[config.mk]
export PLATFORM = sky130hd
export DESIGN_NAME = segment_timer
export DESIGN_NICKNAME = d
export VERILOG_FILES = /design/src/rtl/segment_timer.sv
export SDC_FILE = /design/constraint.sdc
export NUM_CORES = 1
export LEC_CHECK = 0
export ABC_AREA = 1
export CORE_AREA = 2 2 39 41
export CTS_CLUSTER_DIAMETER = 80
export DETAILED_ROUTE_END_ITERATION = 6
export DIE_AREA = 0 0 41 43
export GPL_TIMING_DRIVEN = 1
export HOLD_SLACK_MARGIN = 0.12
export PLACE_DENSITY = 0.42
export SLEW_MARGIN = 20
export SYNTH_ARGS = -nofsm -noshare
export SYNTH_HDL_FRONTEND = slang
export SYNTH_SLANG_ARGS = --single-unit
export TNS_END_PERCENT = 50
[constraint.sdc]
create_clock -name clk -period 2.2 [get_ports clk]
set_input_delay 0.22 -clock clk [delete_from_list [all_inputs] [get_ports clk]]
set_output_delay 0.22 -clock clk [all_outputs]
set_load 0.03 [all_outputs]
[src/rtl/segment_timer.sv]
// Loadable down-counter timing one floor-to-floor segment.
// Ports: clk, rst_n (async low), load_i/load_val_i, en_i, done_o (count==0).
module segment_timer #(
   parameter int CNT_W = 4
) (
   input  logic             clk,
   input  logic             rst_n,
   input  logic             load_i,
   input  logic [CNT_W-1:0] load_val_i,
   input  logic             en_i,
   output logic             done_o
);

   logic [CNT_W-1:0] cnt_q;
   logic [CNT_W-1:0] cnt_d;

   // Load wins over decrement; the count parks at zero.
   always_comb begin
      cnt_d = cnt_q;
      if (load_i) begin
         cnt_d = load_val_i;
      end else if (en_i && (cnt_q != '0)) begin
         cnt_d = cnt_q - 1'b1;
      end
   end

   always_ff @(posedge clk or negedge rst_n) begin
      if (!rst_n) begin
         cnt_q <= '0;
      end else begin
         cnt_q <= cnt_d;
      end
   end

   assign done_o = (cnt_q == '0);

endmodule : segment_timer

## Word level (Yosys, flattened, before mapping)

Cells that the tools add are included.

| word-level totals | value |
|---|---|
| register bits after elaboration | 4 |
| latch bits | 0 |
| bits in writable memories | 0 |
| bits in read-only memories | 0 |
| input bits | 8 |
| output and inout port bits | 1 |
| logic and storage cells | 8 |
| memories kept | 0 |

| cells by class | value |
|---|---|
| add/sub/neg operators | 1 |
| $mul | 0 |
| div/mod/pow operators | 0 |
| magnitude comparators | 0 |
| eq/ne operators | 0 |
| shift-type cells | 0 |
| mux-type cells | 2 |
| bitwise logic cells | 0 |
| reductions and logical operators | 4 |

Operators by type and width:

| kind | count |
|---|---|
| $mux 4 | 2 |
| $logic_not 4->1 | 1 |
| $reduce_bool 4->1 | 1 |
| $sub 4x1->4 const B | 1 |
| $reduce_bool 2->1 | 1 |
| $logic_and 1x1->1 | 1 |

## Depth between registers and ports, before layout

| depth | value |
|---|---|
| depth after elaboration | 4 |
| depth in mapped cells | 9 |
| depth with buffers taken out | 9 |

## Worst setup path after synthesis

OpenSTA, ideal clock, no wires.

| path | value |
|---|---|
| path kind | reg2out |
| start | register cnt_q[0] |
| end | output done_o |
| arrival time | 923 ps |
| required time | 1980 ps |
| path slack | 1057 ps |
| cell stages (with the launch flop) | 5 |
| path buffers | 0 |
| path through | dfrtp_1 inv_1 ha_1 nand2_2 inv_1 |

| between the ends | value |
|---|---|
| longest elaborated chain between the ends | 1 |

RTL lines:

| item | RTL line | source |
|---|---|---|
| from (decl) | 14 | `logic [CNT_W-1:0] cnt_q;` |
| from (signal assigned) | 31 | `cnt_q <= cnt_d;` |
| $logic_not 4->1 | 35 | `assign done_o = (cnt_q == '0);` |
| to (decl) | 11 | `output logic done_o` |

Every way passes these cells.

## Worst setup path in the final report

Ends and elaborated chain as after synthesis.

==> flow_metrics.tcl <==
set metrics [dict create \
    fin_crit_ns 1.922 \
    fmax_mhz 520.4 \
    reg_top3 "cnt_q (4)" \
    clk_path_buf_depth 2 \
    rows 14 \
    dieArea_um2 1763 \
    fin_crit_sh_pct 87.34 \
    num_vias 287 \
    core-area_um2 1384 \
    reg2reg_depth 7 \
    power_leakage_nw 0.2229 \
    grtUsageMet3_pct 1.571 \
    avgRoutedWirePerCell_um 7.836 \
    cp-end-kind "primary output" \
    r2r-start "cnt_q[0]" \
    final-seq-area_um2 100.1 \
    regMostFlops "cnt_q" \
    synth_edf_count 0 \
    io_pins 9 \
    firstDrtPassIters 1 \
    avgSynthCellArea_um2 6.419 \
    clkTransAtPathRegs_ns 0.04 \
    required_ns 1.98 \
    maxSlewViolCount 0 \
    post_cts_buffers 0 \
    crit_type "reg2out" \
    grt_pass1_vias 276 \
    drc_errors 0 \
    relSlewSlack_pct 79.95 \
    setup_viol_count_final 0 \
    clock_skew_ns 0.004323 \
    p_total_w 0.0003002 \
    ant_nets 0 \
    rsz0062_at_grt "false" \
    hold_buffers 0 \
    gp_congestion 0.7242 \
    clock_latency_ns 0.23 \
    numCtsBuffers 3 \
    synth_area_um2 295.3 \
    async_flop_share_pct 100.0 \
    irDropWorstVdd_mv 0.2923 \
    synthToLayoutAreaGrowth_pct 41.53 \
    netlist.area_leader.share_pct 33.90 \
    clockRootBuffer "clkbuf_4" \
    r2r_setup_slack_ns 1.05 \
    multi_input_area_um2 168.9 \
    nets 68 \
    start_util_pct 21.34 \
    die_height_um 43 \
    layout-drive-gt1-share_pct 14.04 \
    cellPowerDensity_nw_per_um2 718.4 \
    wl_um 572 \
    fill_cells 161 \
    clock_sinks 4 \
    grt_pass1_wl_um 1028 \
    status "finished clean" \
    synthCells 46 \
    ys_ff_latch 4 \
    min_path_type "in2async" \
    syn_nets 55 \
    largest_register_ff_count 4 \
    tns_ns 0 \
    io_buffers 8 \
    track_usage_pct 8.770 \
    cts_tree "yes" \
    antennaDiodeCount 0 \
    synth_top_area_cell "dfrtp_1" \
    arrival_ns 1.70 \
    maxCapViolCount 0 \
    grt.busiest_layer "met1" \
    grtUsageMet1_pct 12.05 \
    cts_max_level 1 \
    tightest_slew_ns 0.2998 \
    viasPerCell 3.932 \
    yosysMostFrequentCell "nand2_1" \
    overflow 0 \
    cts_resized 0 \
    dr.first_iter.drc_count 0 \
    ys_top_cells_by_area "dfrtp_1 (34%), nand2_1 (27%), inv_1 (6.4%)" \
    ys_seq_area_share_pct 33.90 \
    worst-path-max-fanout 3 \
    die_x_um 41 \
    synth.cells.most_frequent "nand2_1 (21), inv_1 (5), dfrtp_1 (4)" \
    synth_warnings 0 \
    grt_max_degree 9 \
    rr_endpoint "cnt_q[2]" \
    yosys_most_used_dff "dfrtp_1" \
    antenna_found_initial 0 \
    hold_viol 0 \
    synth.distinct_cells 13 \
    start_kind "flop" \
    gr-usage-met2_pct 10.94 \
]
[how the worst max path moves through the flow]
stage | from | to | slack, ns | depth (start not counted)
finish | cnt_q[0] | done_o | 0.28 | 5
global route | cnt_q[0] | done_o | 0.16 | 5
global placement | cnt_q[0] | done_o | 0.52 | 5
detailed placement | cnt_q[0] | done_o | 0.50 | 5
floorplan | cnt_q[0] | done_o | 1.06 | 4
CTS | cnt_q[0] | done_o | 0.25 | 5
[layout by cell type, fill, tap and decap left out, drive strengths merged]
master / synthesis / final
nand3: 3 / 3
clkinv: 1 / 1
nor2: 3 / 3
clkbuf: 0 / 3
inv: 6 / 6
o21ai: 2 / 2
nand3b: 2 / 2
dfrtp: 4 / 4
nand2: 24 / 24
clkdlybuf4s50: 0 / 8
ha: 1 / 1
[cell families after synthesis]
logic type / count (synthesis) / synth area share (%)
compound gates: 2 / 3.390
fa+ha+maj: 1 / 4.237
simple gates: 32 / 49.58
buf+inv: 7 / 8.897
flops: 4 / 33.90
[report_power, final]
| part | switching [W] | internal, W | total, W |
|---|---|---|---|
| Combinational | 0.0000604 | 0.0000486 | 0.000109 |
| Clock | 0.0000276 | 0.0000608 | 0.0000884 |
| Sequential | 0.0000139 | 0.0000889 | 0.000103 |
[critical path, cell delays in order, from the launching register on]
cell and delay, ns:
dfrtp_1 0.38, inv_1 0.10, ha_1 0.20, nand2_2 0.09
inv_1 0.05, clkdlybuf4s50_1 0.65
[through the flow]
| stage | setup WS, ns | util [%] | hold slack (ns) | area (µm²) | cells |
|---|---|---|---|---|---|
| final | 0.2785 | 30.20 | 0.1837 | 417.9 | 73 |
| after global routing | 0.1570 | 30.20 | 0.1879 | 417.9 | 73 |
| after CTS | 0.2538 | 30.20 | 0.1833 | 417.9 | 73 |
| after detailed placement | 0.5020 | 28.57 | 0.4331 | 395.4 | 70 |
| after global placement | 0.5214 | 28.57 | 0.4371 | 395.4 | 70 |
| after floorplan | 1.057 | - | -0.07559 | 295.3 | 46 |
[area by class of cell]
class                           count  area share (%)
Sequential cell                     4           23.95
Multi-Input combinational cell     35           40.42
Clock buffer                        3           5.389
Inverter                            7           6.287
Timing Repair Buffer                8           19.16
Tap cell                           16           4.790
[per-layer routing]
layer | share of wire, % | wire length [µm] | vias up
met1 | 47 | 270 | 120
met5 | 0 | 0 | -
met2 | 49 | 281 | 4
met3 | 3.5 | 20 | 0
li1 | - | - | 163
met4 | 0 | 0 | 0
(Power assumes the default switching activity.)
